[config.mk]
export PLATFORM = sky130hd
export DESIGN_NAME = jtag_dbg_bridge
export DESIGN_NICKNAME = d
export VERILOG_FILES = /design/src/rtl/jtag_dbg_bridge_pkg.sv /design/src/rtl/jtag_dbg_bridge_cmd_fifo.sv /design/src/rtl/jtag_dbg_bridge.sv
export SDC_FILE = /design/constraint.sdc
export NUM_CORES = 1
export LEC_CHECK = 0
export CAP_MARGIN = 40
export CORE_MARGIN = 3
export CORE_UTILIZATION = 57
export CTS_CLUSTER_DIAMETER = 100
export CTS_CLUSTER_SIZE = 20
export DETAILED_ROUTE_END_ITERATION = 6
export DONT_BUFFER_PORTS = 1
export GPL_ROUTABILITY_DRIVEN = 1
export GPL_TIMING_DRIVEN = 0
export PLACE_DENSITY = 0.77
export SYNTH_ARGS = -nofsm -noshare
export SYNTH_HDL_FRONTEND = slang
export SYNTH_SLANG_ARGS = --single-unit
[constraint.sdc]
create_clock -name clk -period 2.55 [get_ports clk]
set_input_delay 0.6375 -clock clk [delete_from_list [all_inputs] [get_ports clk]]
set_output_delay 0.6375 -clock clk [all_outputs]
set_load 0.02 [all_outputs]
[src/rtl/jtag_dbg_bridge_pkg.sv]
// Shared definitions for the JTAG debug bridge: opcodes, control/status bit
// positions, FSM state type and the command FIFO entry layout.
// Imported by the bridge top and its command FIFO.
package jtag_dbg_bridge_pkg;

  // Command opcodes carried in word[31:30] of a command (sel=0) word
  localparam logic [1:0] OP_SETADDR = 2'b00;
  localparam logic [1:0] OP_READ    = 2'b01;
  localparam logic [1:0] OP_CTRL    = 2'b10;
  localparam logic [1:0] OP_NOP     = 2'b11;

  // CTRL command payload bits
  localparam int CTRL_RST_BIT  = 0;
  localparam int CTRL_VIEW_BIT = 1;
  localparam int CTRL_CLR_BIT  = 2;

  // Status view layout on dbgreg_out
  localparam int STAT_OVF_BIT  = 31;
  localparam int STAT_BUSY_BIT = 30;
  localparam int STAT_CNT_LSB  = 28;

  typedef enum logic {
    ST_IDLE = 1'b0,
    ST_BUS  = 1'b1
  } state_t;

  // One FIFO entry: the select bit plus the captured DR word
  typedef struct packed {
    logic        sel;
    logic [31:0] word;
  } cmd_t;

  // Word-address increment; wraps 0xFFFFFFFC -> 0x00000000 naturally
  function automatic logic [31:0] next_addr(input logic [31:0] a);
    return a + 32'd4;
  endfunction

endpackage

[src/rtl/jtag_dbg_bridge_cmd_fifo.sv]
// Command FIFO: DEPTH entries of {sel, word}, pushed by DR strobes, popped by the bridge FSM.
// Latency: a pushed entry is visible at the head one cycle later.
// Backpressure: a push while full is accepted only if a pop happens in the same cycle.
module dbg_cmd_fifo
  import jtag_dbg_bridge_pkg::*;
#(
  parameter int DEPTH = 2,
  parameter int CNT_W = $clog2(DEPTH) + 1
) (
  input  logic             clk,
  input  logic             rstn,
  input  logic             push,
  input  cmd_t             push_data,
  input  logic             pop,
  output cmd_t             head,
  output logic             full,
  output logic             empty,
  output logic [CNT_W-1:0] count
);

  localparam int PTR_W = $clog2(DEPTH);

  cmd_t             mem [DEPTH];
  logic [PTR_W-1:0] wr_ptr;
  logic [PTR_W-1:0] rd_ptr;
  logic             do_push;
  logic             do_pop;

  assign full    = (count == CNT_W'(DEPTH));
  assign empty   = (count == '0);
  assign do_pop  = pop && !empty;
  assign do_push = push && (!full || do_pop);
  assign head    = mem[rd_ptr];

  // Entry storage; contents are don't-care until counted valid
  always_ff @(posedge clk) begin
    if (do_push) mem[wr_ptr] <= push_data;
  end

  // Pointers and occupancy; DEPTH is a power of two so pointers wrap freely
  always_ff @(posedge clk or negedge rstn) begin
    if (!rstn) begin
      wr_ptr <= '0;
      rd_ptr <= '0;
      count  <= '0;
    end else begin
      if (do_push) wr_ptr <= wr_ptr + PTR_W'(1);
      if (do_pop)  rd_ptr <= rd_ptr + PTR_W'(1);
      case ({do_push, do_pop})
        2'b10:   count <= count + CNT_W'(1);
        2'b01:   count <= count - CNT_W'(1);
        default: count <= count;
      endcase
    end
  end

endmodule

[src/rtl/jtag_dbg_bridge.sv]
// JTAG debug bridge: turns captured DR words into SoC bus accesses and CPU reset control.
// Latency: strobe at t, decode at t+1, register effects and bus request from t+2.
// Backpressure: bus stalls fill the command FIFO; a strobe into a full FIFO is dropped and flagged.
module jtag_dbg_bridge
  import jtag_dbg_bridge_pkg::*;
#(
  parameter int FIFO_DEPTH = 2
) (
  input  logic        clk,
  input  logic        rstn,
  input  logic [31:0] dbgreg_in,
  input  logic        dbgreg_sel,
  input  logic        dbgreg_strobe,
  output logic [31:0] dbgreg_out,
  output logic [31:0] mem_addr,
  output logic [31:0] mem_wdata,
  output logic [3:0]  mem_wen,
  output logic        mem_ren,
  input  logic [31:0] mem_rdata,
  input  logic        mem_ready,
  output logic        dbg_cpu_rst
);

  localparam int CNT_W = $clog2(FIFO_DEPTH) + 1;

  cmd_t             push_data;
  cmd_t             head;
  logic             fifo_full;
  logic             fifo_empty;
  logic [CNT_W-1:0] fifo_count;
  logic             fifo_pop;

  state_t           state;
  logic [31:0]      addr;
  logic [31:0]      rd_reg;
  logic             status_view;
  logic             overflow;

  logic [1:0]       head_op;
  logic             ovf_set;
  logic             ovf_clr;
  logic             busy;

  assign push_data = '{sel: dbgreg_sel, word: dbgreg_in};
  assign fifo_pop  = (state == ST_IDLE) && !fifo_empty;
  assign head_op   = head.word[31:30];

  // A drop happens only when full and nothing leaves this cycle
  assign ovf_set = dbgreg_strobe && fifo_full && !fifo_pop;
  assign ovf_clr = fifo_pop && !head.sel && (head_op == OP_CTRL) && head.word[CTRL_CLR_BIT];
  assign busy    = (state == ST_BUS) || !fifo_empty;

  dbg_cmd_fifo #(
    .DEPTH (FIFO_DEPTH),
    .CNT_W (CNT_W)
  ) u_fifo (
    .clk       (clk),
    .rstn      (rstn),
    .push      (dbgreg_strobe),
    .push_data (push_data),
    .pop       (fifo_pop),
    .head      (head),
    .full      (fifo_full),
    .empty     (fifo_empty),
    .count     (fifo_count)
  );

  // Read-back mux: captured read data or the live status word
  always_comb begin
    logic [31:0] status;
    status = '0;
    status[STAT_OVF_BIT]                  = overflow;
    status[STAT_BUSY_BIT]                 = busy;
    status[STAT_CNT_LSB+1:STAT_CNT_LSB]   = fifo_count[1:0];
    dbgreg_out = status_view ? status : rd_reg;
  end

  // Sticky overflow; a drop in the same cycle as the clear leaves it set
  always_ff @(posedge clk or negedge rstn) begin
    if (!rstn) begin
      overflow <= 1'b0;
    end else if (ovf_set) begin
      overflow <= 1'b1;
    end else if (ovf_clr) begin
      overflow <= 1'b0;
    end
  end

  // Command decode and bus-access FSM with registered bus outputs
  always_ff @(posedge clk or negedge rstn) begin
    if (!rstn) begin
      state       <= ST_IDLE;
      addr        <= '0;
      rd_reg      <= '0;
      status_view <= 1'b0;
      dbg_cpu_rst <= 1'b0;
      mem_addr    <= '0;
      mem_wdata   <= '0;
      mem_wen     <= 4'h0;
      mem_ren     <= 1'b0;
    end else begin
      case (state)
        ST_IDLE: begin
          if (fifo_pop) begin
            if (head.sel) begin
              mem_addr  <= addr;
              mem_wdata <= head.word;
              mem_wen   <= 4'hF;
              state     <= ST_BUS;
            end else begin
              case (head_op)
                OP_SETADDR: addr <= {head.word[29:0], 2'b00};
                OP_READ: begin
                  mem_addr <= addr;
                  mem_ren  <= 1'b1;
                  state    <= ST_BUS;
                end
                OP_CTRL: begin
                  dbg_cpu_rst <= head.word[CTRL_RST_BIT];
                  status_view <= head.word[CTRL_VIEW_BIT];
                end
                default: ;
              endcase
            end
          end
        end
        ST_BUS: begin
          // Request held stable until the slave signals completion
          if (mem_ready) begin
            if (mem_ren) rd_reg <= mem_rdata;
            addr    <= next_addr(addr);
            mem_ren <= 1'b0;
            mem_wen <= 4'h0;
            state   <= ST_IDLE;
          end
        end
        default: state <= ST_IDLE;
      endcase
    end
  end

endmodule

# --- Word level (Yosys, flattened, before mapping) ---
# Memory sizes are Yosys's and may differ from the RTL's.
# Index checks and enable logic that the tools add are counted.
word_totals:
  reg_bits: 141
  ram_bits: 66
  memories: 1
memory_table:
  columns: ["name", "words", "word_bits", "read_ports", "rd_ports_with_merged_regs", "write_ports", "line", "rtl"]
  rows:
  - ["u_fifo.mem", 2, 33, 1, 0, 1, "jtag_dbg_bridge_cmd_fifo.sv:23", "cmd_t mem [DEPTH];"]
classes:
  addsub: 5
  eq_ne: 11
  muxes: 27
  n_bitwise: 2
  reduce_logical: 26
op_table:
  columns: ["operator", "n"]
  rows:
  - ["2-to-1 mux 32 bit", 7]
  - ["one-hot mux 32 bit (2 select lines)", 1]
  - ["adder 32 x 3 -> 32 bit, second input constant", 1]
  - ["2-to-1 mux 1 bit", 12]
  - ["2-to-1 mux 4 bit", 3]
  - ["AND reduction 3 bit", 4]
  - ["AND reduction 4 bit", 3]
  - ["logical AND 1 bit", 8]
  - ["inequality test 2 bit, second input constant", 4]
  - ["one-hot mux 4 bit (2 select lines)", 1]
  - ["equality test 2 bit, second input constant", 3]
  - ["nonzero test 2 bit", 3]
  - ["equality test 2 x 1 -> 1 bit, second input constant", 2]
  - ["logical NOT 1 bit", 4]
  - ["logical NOT 2 bit", 2]
  - ["inequality test 2 x 1 -> 1 bit, second input constant", 2]
  - ["one-hot mux 1 bit (2 select lines)", 2]
  - ["one-hot mux 2 bit (2 select lines)", 1]
  - ["adder 1 bit, second input constant", 2]
  - ["adder 2 x 1 -> 2 bit, second input constant", 1]
  - ["logical OR 1 bit", 2]
  - ["inverter 1 bit", 2]
  - ["subtractor 2 x 1 -> 2 bit, second input constant", 1]

# --- Longest topological paths before layout ---
depth:
  ltp_word: 8
  depth_mapped: 10
  depth_no_buf: 7

# --- By module ---
# From an unflattened synthesis, not the netlist that was laid out.
hier_totals:
  cells_unflattened: 633
  area_unflattened_um2: 8559.5
modules_own_cells:
  columns: ["mod", "n_inst", "cells_each", "area_per_inst_um2", "seq_area_each_um2"]
  rows:
  - ["jtag_dbg_bridge", 1, 506, 5963.2, 3253.1]
  - ["dbg_cmd_fifo", 1, 127, 2596.2, 2082.0]

# --- Least setup slack after synthesis ---
# OpenSTA, ideal clock, no wires.
synth_timing:
  path_kind: "input -> register"
  startpoint: "in dbgreg_strobe"
  endpoint: "mem u_fifo.mem[0][0] in the netlist's numbering, enable pin"
  setup_ps: 423
  arrival_ps: 2245
  path_slack_ps: -118
  path_stages: 2
  n_path_buf: 0
  cell_sequence: "o21ai_0 nor2_1"
synth_via:
  elab_chain_len: 3
synth_lines:
  columns: ["element", "line", "rtl"]
  rows:
  - ["start, declared", "jtag_dbg_bridge.sv:13", "input logic dbgreg_strobe,"]
  - ["logical AND 1 bit", "jtag_dbg_bridge_cmd_fifo.sv:32", "assign do_push = push && (!full || do_pop);"]
  - ["2-to-1 mux 1 bit", "jtag_dbg_bridge_cmd_fifo.sv:37", "if (do_push) mem[wr_ptr] <= push_data;"]
  - ["2-to-1 mux 1 bit (implied by the code)", "jtag_dbg_bridge_cmd_fifo.sv:37", null]
  - ["end, declared", "jtag_dbg_bridge_cmd_fifo.sv:23", null]
# Every way passes these cells.

# --- Final worst setup path ---
layout_timing:
  startpoint: "reg status_view"
  endpoint: "out dbgreg_out[30]"
layout_via:
  elab_chain_len: 1
layout_lines:
  columns: ["element", "line", "rtl"]
  rows:
  - ["start, declared", "jtag_dbg_bridge.sv:36", "logic status_view;"]
  - ["start signal, assigned", "jtag_dbg_bridge.sv:120", "status_view <= head.word[CTRL_VIEW_BIT];"]
  - ["2-to-1 mux 32 bit", "jtag_dbg_bridge.sv:75", "dbgreg_out = status_view ? status : rd_reg;"]
  - ["end, declared", "jtag_dbg_bridge.sv:14", "output logic [31:0] dbgreg_out,"]
# Every way passes these cells.

==> out/results.txt <==
Result of the run -> finished, violations left
Violated checks -> negative hold slack
Clock share of power -> 0.187
CP startpoint kind -> register
Number of synthesized register bits -> 200
Synthesis-to-finish area growth -> 10.0%
Die Footprint -> 16500 sq um
Mux contribution to synthesized area -> 0.136
Arr. time, crit path -> 1.76 ns
Standard cell core area -> 14600 sq um
Die height -> 128 um
Via-to-Cell Ratio -> 6.20
Wire length of the first global-routing pass -> 30.6 mm
Category of the critical setup timing path -> reg -> out
Unrepaired setup endpoints after global routing -> false
Post-Syn Instances -> 648
Wire length reported by the detailed router -> 19.6 mm
Register share of total power -> 0.471
Remaining global-route overflow -> 0
Parity-gate share of the synthesized area counting xor and xnor cells -> 0.00514
Setup slack of the worst register-to-register path -> 0.21 ns
# placed instances -> 835
Max-cap violations -> 0
Clk_lat worst skew -> 0.43 ns
Slew @ Worst Pin -> 0.778 ns
Number of antenna violations at the first check in global routing -> 0
# IOs -> 171
Synthesized area per cell -> 13.1 sq um
Crit. End Element -> output pin
Net switching power figure -> 5.59 mW
Clock-pin slew reported for the worst setup and hold paths after clock tree synthesis -> 0.07 ns
TritonCTS Buffers -> 17
Leading cell types by total area after synthesis -> sky130_fd_sc_hd__dfrtp_1, sky130_fd_sc_hd__edfxtp_1, sky130_fd_sc_hd__mux2_2
Number of port buffers -> 0
Max H-tree Level -> 4
Mean routed wirelength per cell -> 22.6 um
Data required, critical path -> 1.91 ns
Clock Tree Buf Depth -> 2
Site Rows -> 44
Highest fanout seen on the critical path -> 10
Number of distinct library cell variants in the gate-level netlist after synthesis -> 65
Slew headroom -> 0.482
Antenna diodes -> 0
Number of nets in the final layout -> 741
Comb pwr share -> 0.343
Upper clock frequency limit -> 416 MHz
Share of the synthesized area in compound gates (AO/OA/AOI/OAI) -> 0.0840
Number of filler cells placed in the layout -> 1084
Design Power -> 13.4 mW
Starting utilization of the core area -> 0.584
1st-pass router iterations -> 5
Max-slew violation total from the final report -> 0
Synthesis Warnings -> 0
Syn Std Cell Area -> 8520 sq um
Crit path launch -> status_view
Final core occ -> 0.643
Final estimated routing congestion in global placement -> 0.927
Area fraction in and, or, nand and nor cells after synthesis -> 0.113
CTS sink count -> 200
Overall fraction of global-route tracks in use -> 0.244
Width of the chip -> 128 um
Cell accounting for the most synthesized area -> sky130_fd_sc_hd__dfrtp_1
Launching point of the worst reg2reg path -> u_fifo.rd_ptr
Portion of the clock cycle consumed by the worst path in the final layout -> 0.942
Leakage -> 3.72 nW
Largest net degree at the start of global routing -> 135
Top cell type's share of synthesized area -> 0.394
Count of buffers added by post-CTS timing repair for setup -> 0
Internal power -> 7.84 mW
Hold Fails Final Rpt -> 134
Fraction of final layout cells with drive strength greater than 1 -> 0.182
Switching Share -> 0.416
Number of failing setup endpoints in the final timing report -> 0
Number of global-route vias before repair -> 5360
Capturing element of the worst setup path -> dbgreg_out[30]
Min cycle time layout -> 2.40 ns
Clock tree from TritonCTS -> done
Ratio of total power to cell area -> 1430 nW/um^2
Starting DRT DRC Count -> 454
WHS -> -0.0994 ns
Endpoint of the worst register-to-register path -> addr[10]
Total via count in the routed design -> 5379
Flip-flop count of the largest register after layout -> 66
Cell at the root of the clock tree -> sky130_fd_sc_hd__clkbuf_16
Post-route clock skew -> 0.0105 ns
Main synth FF type -> sky130_fd_sc_hd__dfrtp_1
Total negative setup slack -> 0 ns
Worst VDD drop -> 0.000678 V
Dominant combinational cell family by area after synthesis -> multiplexers
Async S/R FF share, synth -> 0.670
Post-Synth Adder-Cell Area -> 0.00294
# DRC -> 0
Antenna Violating Nets Remaining -> 0
Class of the tightest hold or removal check -> in -> async
Register area share after synthesis -> 0.626
Number of non-filler instances in the completed layout -> 867
Number of flops mapped to enable cells by yosys -> 66
Detailed placer's ending HPWL -> 14.2 mm
Cell count of the worst reg-to-reg path -> 7
## cell families (layout without fill, tap and decap cells)
kind of cell | Yosys count | after routing
flops | 200 | 200
other cells | 1 | 2
simple gates | 174 | 174
fa+ha+maj | 2 | 2
mux | 106 | 106
compound gates | 110 | 110
xor+xnor | 5 | 5
buf+inv | 50 | 84
## worst min path at each step
stage / cells after the start / slack [ns] / endpoint
4_1_cts: 0 / -0.12 / mem_addr[25]
3_3_place_gp: 0 / 0.35 / mem_addr[26]
6_report: 0 / -0.1 / mem_addr[25]
3_5_place_dp: 0 / 0.34 / mem_addr[25]
2_1_floorplan: 0 / 0.34 / addr[10]
5_1_grt: 0 / -0.12 / mem_addr[26]
## routing by layer
| metal | up-vias | track usage | routed length (um) |
|---|---|---|---|
| li1 | 2422 | - | - |
| met1 | 2681 | 0.350 | 8210 |
| met2 | 246 | 0.365 | 9270 |
| met3 | 30 | 0.0667 | 1750 |
| met4 | 0 | 0.0799 | 333 |
| met5 | - | 0 | 0 |
## metrics by stage
step                instance area, sq um  setup slack (ns)
CTS                                 9360           0.00844
floorplan                           8520            -0.118
global placement                    8750            -0.827
global route                        9370           0.00992
detailed placement                  8810            0.0251
finish                              9370             0.148
## layout by cell type, fill, tap and decap left out, drive strengths merged, types with 6 or more instances in the layout
cell type and n:
nand3 13, and4 7, nand2 26, buf 26
clkbuf 35, nand4 6, o21ai 14, inv 16
dfrtp 134, nor2b 28, o31ai 8, edfxtp 66
and3 9, a21oi 45, mux2i 33, a211oi 10
nor3 17, nor2 56, mux2 73
## cell usage after synthesis, drive strengths merged, types with 2 or more instances
| library cell | number |
|---|---|
| and3 | 9 |
| xor2 | 2 |
| a211oi | 10 |
| clkbuf | 17 |
| and2 | 2 |
| dfrtp | 134 |
| nor3 | 17 |
| nor2b | 28 |
| buf | 23 |
| xnor2 | 3 |
| a222oi | 3 |
| a221oi | 3 |
| mux2i | 33 |
| nand2 | 26 |
| inv | 10 |
| nand4 | 6 |
| a21oi | 45 |
| mux2 | 73 |
| ha | 2 |
| a311oi | 4 |
| and4 | 7 |
| edfxtp | 66 |
| nor2 | 56 |
| o31ai | 8 |
| a311o | 2 |
| o211ai | 4 |
| a31oi | 2 |
| a21o | 2 |
| o21ai | 14 |
| or4 | 2 |
| nand3 | 13 |
| o311a | 2 |
| o2111ai | 2 |
| nor4 | 4 |
| nand2b | 3 |
## power groups by stage
stage          sequential [mW]  combinational [mW]  clock (mW)
5_1_grt                   6.48                5.02        2.69
4_1_cts                   6.32                4.59        2.56
3_5_place_dp              6.38                4.59           0
2_1_floorplan             5.98                3.61           0
6_report                  6.32                4.60        2.51
3_3_place_gp              6.32                4.39           0
## worst max-delay path: stages (launching register included)
cell and delay, ns:
sky130_fd_sc_hd__dfrtp_1 0.48, sky130_fd_sc_hd__clkbuf_1 0.39, sky130_fd_sc_hd__nor2_1 0.08, sky130_fd_sc_hd__a21oi_1 0.39
## layout make-up
cell class              count  area, sq um  area share
plain buffers              39          236      0.0252
inverters                  10         40.0     0.00427
well taps                 184          230      0.0246
multi-input cells         399         2930       0.313
clock inverters            13          114      0.0121
clock buffers              19          443      0.0473
flip-flops and latches    200         5340       0.569
repair buffers              3         45.0     0.00481
## timing repair
item / in CTS / in global routing
endpoints found under the setup margin: 1 / 9
hold endpoints to repair: 134 / 134
gates resized for setup: 0 / 2
pin swaps: 0 / 0
(Power assumes the default switching activity.)
==> RTL change 1 (config.mk and constraints unchanged) <==
Register the output `dbgreg_out`, cleared by the reset; this adds one clock of latency there. The other outputs are not delayed to match.
--- a/src/rtl/jtag_dbg_bridge.sv
+++ b/src/rtl/jtag_dbg_bridge.sv
@@ -22,6 +22,8 @@
 );
 
   localparam int CNT_W = $clog2(FIFO_DEPTH) + 1;
+
+  logic [31:0] dbgreg_d;
 
   cmd_t             push_data;
   cmd_t             head;
@@ -72,7 +74,7 @@
     status[STAT_OVF_BIT]                  = overflow;
     status[STAT_BUSY_BIT]                 = busy;
     status[STAT_CNT_LSB+1:STAT_CNT_LSB]   = fifo_count[1:0];
-    dbgreg_out = status_view ? status : rd_reg;
+    dbgreg_d = status_view ? status : rd_reg;
   end
 
   // Sticky overflow; a drop in the same cycle as the clear leaves it set
@@ -139,5 +141,13 @@
     end
   end
 
+  always_ff @(posedge clk or negedge rstn) begin
+    if (!rstn) begin
+      dbgreg_out <= '0;
+    end else begin
+      dbgreg_out <= dbgreg_d;
+    end
+  end
+
 endmodule
 
Formal check against the unedited RTL: not equivalent (Yosys sat finds a counterexample within 4 cycles, from zero or initial values and one cycle with rstn low).
==> RTL change 1 against the original RTL <==
The flow still finishes with violations (hold timing). Critical endpoint is now addr[10]. Worst setup slack worse by 12 ps. Sequential cell count up 32. Total power up 4.5%. Wire length up 5.4%. Synthesized area up 8.6%. Fmax down 0.50%. Final area up 6.6%. Critical path depth up 3. Largest power group unchanged. Die area up 8.2%. Largest cell class unchanged. Non-clock buffer count unchanged.
==> RTL change 1: results (changes against the original RTL) <==
[setup_path]
r2r_cells = 6  ; was 7
critical_path.max_fanout = 10  ; unchanged
cp_slowest_cell = buf_1  ; was dfrtp_1
arrival_ps = 2760  ; was 1760 ps
critPathMaxStageDelay_ps = 560  ; was 480 ps

[clock_tree]
htree_levels = 1  ; was 4
clock_path_buffers = 3  ; was 2
post-cts-setup-buffers = 0  ; unchanged
insertion_delay_ps = 470  ; was 430 ps
clk_pin_slew_ps = 90  ; was 70 ps
numCtsBuffers = 15  ; was 17
cts_root_buffer = clkbuf_16  ; unchanged

[timing]
hold_viol_final = 166  ; was 134
finalSetupViolCount = 0  ; unchanged
hold-worst-slack_ps = -139.7  ; was -99.43 ps
worst_clock_skew_ps = 17.35  ; was 10.50 ps
max_slew.worst_pin.slew_ps = 756.4  ; was 777.5 ps

[route]
wire_per_inst_um = 22.58  ; was 22.57 um
drtIter0Drc = 439  ; was 454
dr.pass1.iters = 7  ; was 5
vias_per_cell = 6.127  ; was 6.204

[logic_synthesis]
synth_area_leaders = dfrtp_1 (45%), edfxtp_1 (21%), mux2_2 (10%)  ; was dfrtp_1 (39%), edfxtp_1 (23%), mux2_2 (6.3%)
seq_area_frac_synth_pct = 66.32  ; was 62.61%
synth-edff-count = 66  ; unchanged
synth_cell_types = 56  ; was 65
yosysWarnings = 0  ; unchanged
syn_inst = 675  ; was 648
yosys_most_used_dff = dfrtp_1  ; unchanged
synth_commonest_cells = dfrtp_1 (166), mux2_2 (83), edfxtp_1 (66), a21oi_1 (50), nor2_1 (43)  ; was dfrtp_1 (134), edfxtp_1 (66), nor2_1 (56), mux2_2 (48), a21oi_1 (45)
async_flop_share_pct = 71.55  ; was 67.00%

[layout]
n_fill_cell = 1155  ; was 1084
n_antenna_cell = 0  ; unchanged
largest_register_ffs = 66  ; unchanged
nets = 767  ; was 741
largest-register = u_fifo.mem
instances_no_fill = 913  ; was 867
layout-drive-gt1-share_pct = 18.95  ; was 18.16%

[placed_design]
place.port_buffers = 0  ; unchanged
hpwl_mm = 14.46  ; was 14.23 mm
placed_area_mm2 = 0.009575  ; was 0.008810 mm^2
pre_cts_ws_ps = 94.76  ; was 25.07 ps
place_inst = 889  ; was 835
gp_congestion = 0.8955  ; was 0.9270

[grt]
grt_max_degree = 167  ; was 135
antenna_found_initial = 0  ; unchanged
grt_pass1_wl_mm = 32.15  ; was 30.57 mm
grt_usage_pct = 22.92  ; was 24.44%
grt_pass1_vias = 5609  ; was 5360

[status]
status = finished with violations  ; unchanged
violations = hold timing  ; unchanged

[min_path]
hold_class = input pin to asynchronous set/reset pin  ; unchanged

[pwr]
power_leakage_nw = 4.069  ; was 3.723 nW
ir_drop_mv = 0.7926  ; was 0.6777 mV

==> RTL change 1: cell types whose count changed after synthesis, sizes merged, moves of 6 or more <==
cell,before,now
dfrtp,134,166
mux2,73,91
nor2,56,43
nor3,17,6
o31ai,8,0
a211oi,10,3
nand2,26,33
mux2i,33,27
==> RTL change 1: logic make-up (layout without fill, tap and decap cells) <==
group,Yosys count,after routing,synth area share [%]
buffers and inverters,47,73,2.393
DFF,232,232,66.32
xor gates and xnor gates,5,5,0.4734
other,1,2,0.04053
adders and majority gates,2,2,0.2704
and+or+nand+nor,162,162,9.047
muxes,118,118,14.00
AOI/OAI and AO/OA,108,108,7.465
==> RTL change 1: critical path: cells and delay by family (launching register included) <==
| kind | cells | cell delay (ps) |
|---|---|---|
| buffers and inverters | 3 | 1480 |
| DFF | 1 | 360 |
| AOI/OAI and AO/OA | 3 | 440 |
==> RTL change 1: final timing paths <==
path | start | end | slack [ps]
worst max-delay path | state | addr[10] | 140
worst min-delay path | rstn | mem_addr[21] | -140
worst max register to register | state | addr[10] | 140
worst min register to register | rd_reg[27] | rd_reg[27] | 480
max in group asynchronous | rstn | mem_wdata[20] | 2380
min in group clk | dbgreg_in[31] | u_fifo.mem[1][31] | 250
==> RTL change 1: cell type report <==
cell class | count | area (um^2) | area share (%)
buffer | 39 | 191.4 | 1.916
clock inverter | 1 | 8.758 | 0.08766
multi-input combinational | 397 | 2914 | 29.17
sequential | 232 | 6136 | 61.42
timing repair buffer | 3 | 45.04 | 0.4508
tap | 211 | 264.0 | 2.642
clock buffer | 22 | 401.6 | 4.020
inverter | 8 | 30.03 | 0.3006
==> RTL change 1: stage by stage <==
stage               setup TNS (ps)  util, %
floorplan                    -7483        -
global placement            -75630    61.26
detailed placement               0    61.62
CTS                              0    64.26
global route                     0    64.29
finish                           0    64.29
==> RTL change 1: what timing repair did <==
action                                  4_1_cts  5_1_grt
endpoints found under the setup margin        0        0
resized for setup                             0        0
endpoints found under the hold margin       166      166
==> RTL change 1: routing by layer <==
metal	vias up	part of all wire (%)	track usage, %
li1	2470	-	-
met1	2804	40	30.95
met2	272	47	36.31
met3	48	9.6	6.760
met4	0	3.2	7.371
met5	-	0	0
==> RTL change 1: report_power, final <==
part           switching (W)  total (W)  internal, W
registers            0.00205    0.00745      0.00540
logic                0.00238    0.00432      0.00194
clock network        0.00115    0.00226      0.00110
total                0.00559     0.0140      0.00844
==> RTL change 2 (config.mk and constraints unchanged) <==
Made on the original files. The parameter `FIFO_DEPTH` goes from 2 to 4.
--- a/src/rtl/jtag_dbg_bridge.sv
+++ b/src/rtl/jtag_dbg_bridge.sv
@@ -4,7 +4,7 @@
 module jtag_dbg_bridge
   import jtag_dbg_bridge_pkg::*;
 #(
-  parameter int FIFO_DEPTH = 2
+  parameter int FIFO_DEPTH = 4
 ) (
   input  logic        clk,
   input  logic        rstn,
Behaviour: no difference found for any inputs over 4 cycles, from zero or initial values and one cycle with rstn low; that may be too few to reach the edited logic, so the function may still have changed.
==> RTL change 2 against the original RTL <==
The run still ends with hold timing left. Critical path depth unchanged. Final area increased by 29%. Sequential share of layout area increased by 4.1 points. Sequential power increased by 26%. Utilization decreased by 0.33 points. Sequential cell count increased by 69. Die area increased by 29%. Via count increased by 17%. Combinational power increased by 27%. Wire length increased by 19%. Synthesized area increased by 31%. Total power increased by 22%. Worst setup slack got worse by 51 ps. Largest power group unchanged.
==> RTL change 2: results (changes against the original RTL) <==
[status]
status = finished with violations  ; unchanged
violations = hold timing  ; unchanged

[clock_tree]
clock_path_buffers = 3  ; was 2
cts-resized-gates = 5  ; was 0
htree_levels = 1  ; was 4
post-cts-setup-buffers = 2  ; was 0

[timing]
max_slew.worst_pin.slew_ps = 882.6  ; was 777.5 ps
hold-worst-slack_ps = -163.6  ; was -99.43 ps
hold_viol_final = 137  ; was 134
worst_clock_skew_ps = 9.576  ; was 10.50 ps

[grt]
met1_usage_pct = 28.72  ; was 35.03%
grt_pass1_wl_mm = 36.34  ; was 30.57 mm
use_met2_pct = 35.89  ; was 36.53%
use_met3_pct = 5.543  ; was 6.667%

[logic_synthesis]
synth_area_leaders = edfxtp_1 (36%), dfrtp_1 (31%), mux2_2 (9.4%)  ; was dfrtp_1 (39%), edfxtp_1 (23%), mux2_2 (6.3%)
synth-xor-area-share_pct = 0.3935  ; was 0.5140%
synth_adder_area_share_pct = 0.7421  ; was 0.2937%
async_flop_share_pct = 50.93  ; was 67.00%
synthMuxAreaShare_pct = 17.35  ; was 13.57%
seq_area_frac_synth_pct = 66.43  ; was 62.61%
synth_cell_types = 54  ; was 65

[pwr]
p_int_w = 0.01006  ; was 0.007837 W
power.share.clock_pct = 15.8  ; was 18.7%
pg_seq_w = 0.00798  ; was 0.00632 W
ir_drop_mv = 0.9535  ; was 0.6777 mV

[route]
wl_met2_mm = 11.65  ; was 9.268 mm
wl_met3_mm = 1.945  ; was 1.752 mm
routed_wl_mm = 23.27  ; was 19.57 mm
drtIter0Drc = 630  ; was 454
wire_per_inst_um = 22.81  ; was 22.57 um
vias_per_cell = 6.144  ; was 6.204

[placed_design]
hpwl_mm = 16.58  ; was 14.23 mm
place_inst = 991  ; was 835
gp_congestion = 0.9682  ; was 0.9270

[setup_path]
arrival_ps = 1820  ; was 1760 ps
cp_slowest_cell = dfrtp_2  ; was dfrtp_1
critPathMaxStageDelay_ps = 510  ; was 480 ps

[layout]
n_fill_cell = 1337  ; was 1084
nets = 828  ; was 741
largest_register_ffs = 132  ; was 66

-- RTL change 2: layout make-up --
| type | count | share of cell area (%) |
|---|---|---|
| Tap cell | 260 | 2.685 |
| Clock buffer | 24 | 3.728 |
| Inverter | 14 | 0.4337 |
| Timing Repair Buffer | 13 | 1.280 |
| Multi-Input combinational cell | 402 | 29.15 |
| Sequential cell | 269 | 61.02 |
| Buffer | 36 | 1.497 |
| Clock inverter | 2 | 0.2065 |
-- RTL change 2: worst paths after layout --
path | start | endpoint | slack, ps | cells past startpoint
min in group clk | dbgreg_in[26] | u_fifo.mem[2][26] | 240 | 0
worst min-delay path | rstn | mem_addr[20] | -160 | 0
worst max-delay path | state | dbgreg_out[30] | 100 | 3
worst max register to register | u_fifo.rd_ptr[0] | mem_addr[23] | 100 | 6
max in group asynchronous | rstn | mem_wdata[29] | 2560 | 0
worst min register to register | rd_reg[6] | rd_reg[6] | 500 | 1
